==> config.mk <==
export PLATFORM = sky130hd
export DESIGN_NAME = mem_arb
export DESIGN_NICKNAME = d
export VERILOG_FILES = /design/src/rtl/mem_arb_pkg.sv /design/src/rtl/mem_arb_sel.sv /design/src/rtl/mem_arb.sv
export SDC_FILE = /design/constraint.sdc
export NUM_CORES = 1
export LEC_CHECK = 0
export ABC_AREA = 1
export CAP_MARGIN = 40
export CORE_UTILIZATION = 36
export DETAILED_ROUTE_END_ITERATION = 8
export HOLD_SLACK_MARGIN = 0.15
export PLACE_DENSITY_LB_ADDON = 0.08
export SLEW_MARGIN = 30
export SYNTH_ARGS = -nofsm -noshare
export SYNTH_HDL_FRONTEND = slang
export SYNTH_SLANG_ARGS = --single-unit
==> constraint.sdc <==
create_clock -name clk -period 1.3 [get_ports clk]
set_input_delay 0.26 -clock clk [delete_from_list [all_inputs] [get_ports clk]]
set_output_delay 0.26 -clock clk [all_outputs]
set_load 0.01 [all_outputs]
==> src/rtl/mem_arb_pkg.sv <==
// Shared types and defaults for the SISC unified-memory arbiter.
package sisc_mem_pkg;

    localparam int ADDR_W_DEF = 16;
    localparam int DATA_W_DEF = 32;

    localparam logic PORT_IF = 1'b0;
    localparam logic PORT_DM = 1'b1;

    typedef enum logic [1:0] {
        IDLE,
        ISSUE,
        WAIT,
        RESP
    } arb_state_e;

endpackage

==> src/rtl/mem_arb_sel.sv <==
// Fetch/data winner selection with a bounded data burst so fetch cannot starve.
module mem_arb_sel
    import sisc_mem_pkg::*;
#(
    parameter int DATA_BURST = 4
) (
    input  logic clk,
    input  logic rst,
    input  logic if_req,
    input  logic dm_req,
    input  logic arb_en,
    output logic sel_valid,
    output logic sel_port
);

    localparam int BW = $clog2(DATA_BURST + 1);

    logic [BW-1:0] burst_cnt;
    logic          burst_full;

    assign burst_full = (burst_cnt == BW'(DATA_BURST));

    always_comb begin
        sel_valid = arb_en && (if_req || dm_req);
        sel_port  = (dm_req && !(if_req && burst_full)) ? PORT_DM : PORT_IF;
    end

    // Only data grants won against a waiting fetch count toward the burst.
    always_ff @(posedge clk) begin
        if (rst) begin
            burst_cnt <= '0;
        end else if (arb_en) begin
            if (!if_req || sel_port == PORT_IF)
                burst_cnt <= '0;
            else if (!burst_full)
                burst_cnt <= burst_cnt + BW'(1);
        end
    end

endmodule

==> src/rtl/mem_arb.sv <==
// Single-port memory arbiter: one transaction at a time, fixed read latency.
// Define MEM_ARB_PERF_EN to add saturating grant/conflict counters.
module mem_arb
    import sisc_mem_pkg::*;
#(
    parameter int ADDR_W     = ADDR_W_DEF,
    parameter int DATA_W     = DATA_W_DEF,
    parameter int MEM_LAT    = 1,
    parameter int DATA_BURST = 4
) (
    input  logic              clk,
    input  logic              rst,
    input  logic              if_req,
    input  logic [ADDR_W-1:0] if_addr,
    output logic              if_gnt,
    output logic              if_rvalid,
    input  logic              dm_req,
    input  logic              dm_we,
    input  logic [ADDR_W-1:0] dm_addr,
    input  logic [DATA_W-1:0] dm_wdata,
    output logic              dm_gnt,
    output logic              dm_rvalid,
    output logic [DATA_W-1:0] rdata,
    output logic              mem_en,
    output logic              mem_we,
    output logic [ADDR_W-1:0] mem_addr,
    output logic [DATA_W-1:0] mem_wdata,
    input  logic [DATA_W-1:0] mem_rdata,
    output logic              busy
`ifdef MEM_ARB_PERF_EN
    ,
    output logic [15:0]       if_cnt,
    output logic [15:0]       dm_cnt,
    output logic [15:0]       conflict_cnt
`endif
);

    localparam int LW       = $clog2(MEM_LAT + 1);
    localparam int WAIT_CYC = (MEM_LAT > 1) ? MEM_LAT - 2 : 0;

    arb_state_e        state, state_nxt;
    logic [LW-1:0]     lat_cnt, lat_nxt;
    logic              cur_port, port_nxt;
    logic              if_gnt_nxt, dm_gnt_nxt, if_rv_nxt, dm_rv_nxt;
    logic              mem_en_nxt, mem_we_nxt;
    logic [ADDR_W-1:0] addr_nxt;
    logic [DATA_W-1:0] wdata_nxt, rdata_nxt;
    logic              sel_valid, sel_port;
    logic              arb_en;

    assign arb_en = (state == IDLE);
    assign busy   = (state != IDLE);

    mem_arb_sel #(.DATA_BURST(DATA_BURST)) u_sel (
        .clk       (clk),
        .rst       (rst),
        .if_req    (if_req),
        .dm_req    (dm_req),
        .arb_en    (arb_en),
        .sel_valid (sel_valid),
        .sel_port  (sel_port)
    );

    always_comb begin
        state_nxt  = state;
        lat_nxt    = lat_cnt;
        port_nxt   = cur_port;
        if_gnt_nxt = 1'b0;
        dm_gnt_nxt = 1'b0;
        if_rv_nxt  = 1'b0;
        dm_rv_nxt  = 1'b0;
        mem_en_nxt = 1'b0;
        mem_we_nxt = 1'b0;
        addr_nxt   = mem_addr;
        wdata_nxt  = mem_wdata;
        rdata_nxt  = rdata;
        case (state)
            IDLE: begin
                if (sel_valid) begin
                    state_nxt  = ISSUE;
                    port_nxt   = sel_port;
                    mem_en_nxt = 1'b1;
                    if (sel_port == PORT_DM) begin
                        dm_gnt_nxt = 1'b1;
                        mem_we_nxt = dm_we;
                        addr_nxt   = dm_addr;
                        if (dm_we)
                            wdata_nxt = dm_wdata;
                    end else begin
                        if_gnt_nxt = 1'b1;
                        addr_nxt   = if_addr;
                    end
                end
            end
            ISSUE: begin
                // mem_we is still the registered store flag of this transaction
                if (mem_we) begin
                    state_nxt = IDLE;
                end else if (MEM_LAT == 1) begin
                    state_nxt = RESP;
                    rdata_nxt = mem_rdata;
                    if_rv_nxt = (cur_port == PORT_IF);
                    dm_rv_nxt = (cur_port == PORT_DM);
                end else begin
                    state_nxt = WAIT;
                    lat_nxt   = LW'(WAIT_CYC);
                end
            end
            WAIT: begin
                if (lat_cnt == '0) begin
                    state_nxt = RESP;
                    rdata_nxt = mem_rdata;
                    if_rv_nxt = (cur_port == PORT_IF);
                    dm_rv_nxt = (cur_port == PORT_DM);
                end else begin
                    lat_nxt = lat_cnt - LW'(1);
                end
            end
            RESP:    state_nxt = IDLE;
            default: state_nxt = IDLE;
        endcase
    end

    always_ff @(posedge clk) begin
        if (rst) begin
            state     <= IDLE;
            lat_cnt   <= '0;
            cur_port  <= PORT_IF;
            if_gnt    <= 1'b0;
            dm_gnt    <= 1'b0;
            if_rvalid <= 1'b0;
            dm_rvalid <= 1'b0;
            mem_en    <= 1'b0;
            mem_we    <= 1'b0;
            mem_addr  <= '0;
            mem_wdata <= '0;
            rdata     <= '0;
        end else begin
            state     <= state_nxt;
            lat_cnt   <= lat_nxt;
            cur_port  <= port_nxt;
            if_gnt    <= if_gnt_nxt;
            dm_gnt    <= dm_gnt_nxt;
            if_rvalid <= if_rv_nxt;
            dm_rvalid <= dm_rv_nxt;
            mem_en    <= mem_en_nxt;
            mem_we    <= mem_we_nxt;
            mem_addr  <= addr_nxt;
            mem_wdata <= wdata_nxt;
            rdata     <= rdata_nxt;
        end
    end

`ifdef MEM_ARB_PERF_EN
    always_ff @(posedge clk) begin
        if (rst) begin
            if_cnt       <= '0;
            dm_cnt       <= '0;
            conflict_cnt <= '0;
        end else begin
            if (sel_valid && sel_port == PORT_IF && if_cnt != 16'hFFFF)
                if_cnt <= if_cnt + 16'd1;
            if (sel_valid && sel_port == PORT_DM && dm_cnt != 16'hFFFF)
                dm_cnt <= dm_cnt + 16'd1;
            if (arb_en && if_req && dm_req && conflict_cnt != 16'hFFFF)
                conflict_cnt <= conflict_cnt + 16'd1;
        end
    end
`endif

endmodule

==> results of run 1 <==
==> kinds of logic after synthesis <==
| logic type | count (synthesis) | share of synthesized area (%) |
|---|---|---|
| AOI/OAI and AO/OA | 57 | 7.907 |
| xor gates and xnor gates | 2 | 0.4594 |
| adders and majority gates | 6 | 1.968 |
| buffers and inverters | 90 | 10.24 |
| DFF | 92 | 48.29 |
| and+or+nand+nor | 297 | 31.14 |
==> power groups by stage <==
stage                     sequential [W]  combinational [W]  clock [W]
after global placement           0.00381            0.00394          0
final                            0.00388            0.00579    0.00222
after CTS                        0.00376            0.00513    0.00227
after global routing             0.00396            0.00621    0.00238
after floorplan                  0.00410            0.00164          0
after detailed placement         0.00383            0.00401          0
==> placed cells by master (no fill, tap or decap), types with 3 or more instances in the layout <==
| master | netlist | routed |
|---|---|---|
| o21ai_1 | 16 | 17 |
| clkdlybuf4s50_1 | 0 | 100 |
| dlygate4sd2_1 | 0 | 69 |
| buf_16 | 0 | 11 |
| ha_4 | 0 | 4 |
| buf_4 | 1 | 15 |
| nand2_4 | 1 | 11 |
| inv_2 | 4 | 8 |
| nand2_2 | 0 | 38 |
| clkdlybuf4s15_1 | 0 | 11 |
| clkbuf_2 | 0 | 5 |
| nor2_1 | 186 | 125 |
| nor2_4 | 0 | 20 |
| o21ai_2 | 0 | 30 |
| nor2_2 | 0 | 41 |
| nand3_1 | 18 | 16 |
| buf_6 | 4 | 10 |
| nand2_1 | 88 | 38 |
| inv_1 | 57 | 51 |
| buf_12 | 0 | 9 |
| clkbuf_8 | 0 | 11 |
| o21ai_4 | 0 | 3 |
| dfxtp_1 | 92 | 81 |
| dfxtp_2 | 0 | 11 |
==> layer usage <==
layer | track usage (%) | part of all wire (%)
met1 | 26.60 | 43
met2 | 36.05 | 49
met3 | 5.240 | 6.4
met4 | 8.652 | 1.5
met5 | 0 | 0
==> state kept, by name, indices dropped and copies added (netlist names) <==
register,cells
cur_port,1
dm_gnt,1
dm_rvalid,1
if_gnt,1
if_rvalid,1
mem_addr,16
mem_en,1
mem_wdata,32
mem_we,1
rdata,32
state,2
u_sel.burst_cnt,3
==> what timing repair did <==
action / CTS / global route
gates cloned: 13 / 2
pin swaps: 23 / 59
setup endpoints to repair: 168 / 93
resized for setup: 204 / 181
setup buffers: 10 / 5
==> final timing paths <==
| kind | start | endpoint | slack, ns | cells past startpoint |
|---|---|---|---|---|
| min reg2reg | cur_port | if_rvalid | 0.43 | 1 |
| min | cur_port | if_rvalid | 0.43 | 1 |
| max | state[0] | mem_wdata[20] | -0.10 | 9 |
| max reg2reg | state[0] | mem_wdata[20] | -0.10 | 9 |
==> worst max-delay path: stages, from the launching register on <==
cell and delay, ns:
dfxtp_2 0.33, inv_2 0.07, ha_4 0.14, buf_6 0.11, nand4_4 0.10, buf_12 0.19, clkbuf_16 0.17, nand2_1 0.05
nand2_1 0.04, nor2_1 0.11
==> final cells by class <==
type / count / area (um^2)
fill: 847 / 2990
timing repair buffer: 235 / 2530
multi-input combinational: 362 / 2243
sequential: 92 / 1856
inverter: 62 / 252.7
tap: 136 / 170.2
clock buffer: 11 / 151.4
clock inverter: 5 / 83.83
==> through the flow <==
stage / total power [W] / cell area (um^2) / worst slack (ns)
2_1_floorplan: 0.005741 / 3829 / -0.002544
4_1_cts: 0.01116 / 6840 / -0.1491
5_1_grt: 0.01255 / 7287 / -0.1729
3_3_place_gp: 0.007751 / 5998 / -0.3264
3_5_place_dp: 0.007839 / 5998 / -0.3835
6_report: 0.01189 / 7287 / -0.1028
==> flow_metrics.py, run 1 <==
metrics = {
    "outcome": {
        "run_status": "complete, but fails checks",
        "violations": "setup timing",
    },
    "synthesis": {
        "synth_largest_area_cell": "dfxtp_1",
        "ys_seq_area_share_pct": 48.29,
        "synth_nets": 651,
        "yosys-top-cells-area": "dfxtp_1, nor2_1, nand2_1",
        "synth_common_cells": "nor2_1, dfxtp_1, nand2_1",
        "syn_area_mm2": 0.003814,
        "synthFlopType": "dfxtp_1",
        "yosys_warnings": 0,
        "syn_inst": 544,
        "synthDistinctLibCells": 26,
        "yosysMostFrequentCell": "nor2_1",
        "synth_top_cell_area_share_pct": 48.29,
        "synth_edf_count": 0,
        "synth-seq-cells": 92,
        "syn_avg_cell_area_um2": 7.010,
        "synthArstFlopShare_pct": 0,
    },
    "clock_tree": {
        "cts_root_buf": "clkbuf_8",
        "cts_max_path_buffers": 2,
        "numCtsBuffers": 9,
        "cts_tree": "done",
        "insertion_delay_ns": 0.36,
        "hold_buffers": 0,
        "h-tree-depth": 3,
        "clock-sinks": 92,
        "clk_pin_slew_ns": 0.09,
    },
    "die": {
        "initial_core_util_pct": 37.11,
        "coreArea_mm2": 0.01028,
        "boundaryPins": 188,
        "die_y_um": 104.9,
        "die_w_um": 104.9,
        "die_area_mm2": 0.01101,
        "fp-row-count": 37,
    },
    "placement": {
        "dp.cells": 865,
        "io_buffers": 187,
        "place_congestion": 0.8184,
        "hpwlAfterDp_um": 7370,
    },
    "sta": {
        "worstMarginPinSlew_ns": 0.3048,
        "max_freq_mhz": 712.9,
        "fin_skew_ns": 0.008069,
        "slew_headroom_pct": 79.62,
        "maxSlewViolCount": 0,
        "totalNegativeSetupSlack_ns": -4.603,
        "timing.final.ws_setup_ns": -0.1028,
        "period_share_pct": 107.9,
        "hold_viol": 0,
        "grt_setup_unrepaired": "true",
        "layout_min_cycle_time_ns": 1.403,
        "setup_viol": 82,
        "holdWs_ns": 0.4253,
    },
    "final_layout": {
        "postLayoutCoreUtil_pct": 70.90,
        "area_delta_synth_final_pct": 91.08,
        "drive_gt1_share_pct": 32.33,
        "fin_cells": 903,
        "n_antenna_cell": 0,
        "nets": 869,
    },
    "global_route": {
        "grt_max_degree": 34,
        "grt_pass1_vias": 4021,
        "antenna_found_initial": 0,
        "gr-total-overflow": 0,
        "grtUsageTotal_pct": 21.57,
        "grt_pass1_wl_um": 18970,
    },
    "drt": {
        "wl_um": 12410,
        "antenna_left": 0,
        "drt_first_pass_iters": 4,
        "drt_iter0_drc": 131,
        "drcViolationCount": 0,
        "viasPerCell": 4.529,
        "wl_per_cell_um": 13.74,
        "num_vias": 4090,
    },
    "critical_path": {
        "cp-end-kind": "flip-flop",
        "cp_data_arrival_time_ns": 1.69,
        "crit_path_start_kind": "flip-flop",
        "path_class": "flip-flop to flip-flop",
        "cp_data_required_time_ns": 1.58,
        "crit_fanout": 9,
    },
    "power": {
        "power.leakage_nw": 3.403,
        "swShare_pct": 35.75,
        "power.density_mw_per_mm2": 1631,
        "internal-power_w": 0.007638,
        "switchingPower_w": 0.004250,
        "vdd_ir_drop_max_mv": 1.141,
        "comb_power_share_pct": 48.7,
        "p_seq_share_pct": 32.6,
        "p_clk_share_pct": 18.7,
    },
    "min_path": {
        "hp-class": "flip-flop to flip-flop",
    },
    "job": {
        "cap_violations": 0,
    },
}
Note: power is estimated with default switching activity, not from simulation.
==> run 2: changes to the inputs <==
--- a/config.mk
+++ b/config.mk
@@ -8,6 +8,7 @@
 export ABC_AREA = 1
 export CAP_MARGIN = 40
 export CORE_UTILIZATION = 36
+export CTS_CLUSTER_SIZE = 28
 export DETAILED_ROUTE_END_ITERATION = 8
 export HOLD_SLACK_MARGIN = 0.15
 export PLACE_DENSITY_LB_ADDON = 0.08
==> results of run 2 <==
The final DEF is identical to that of run 1; final timing and power are the same.
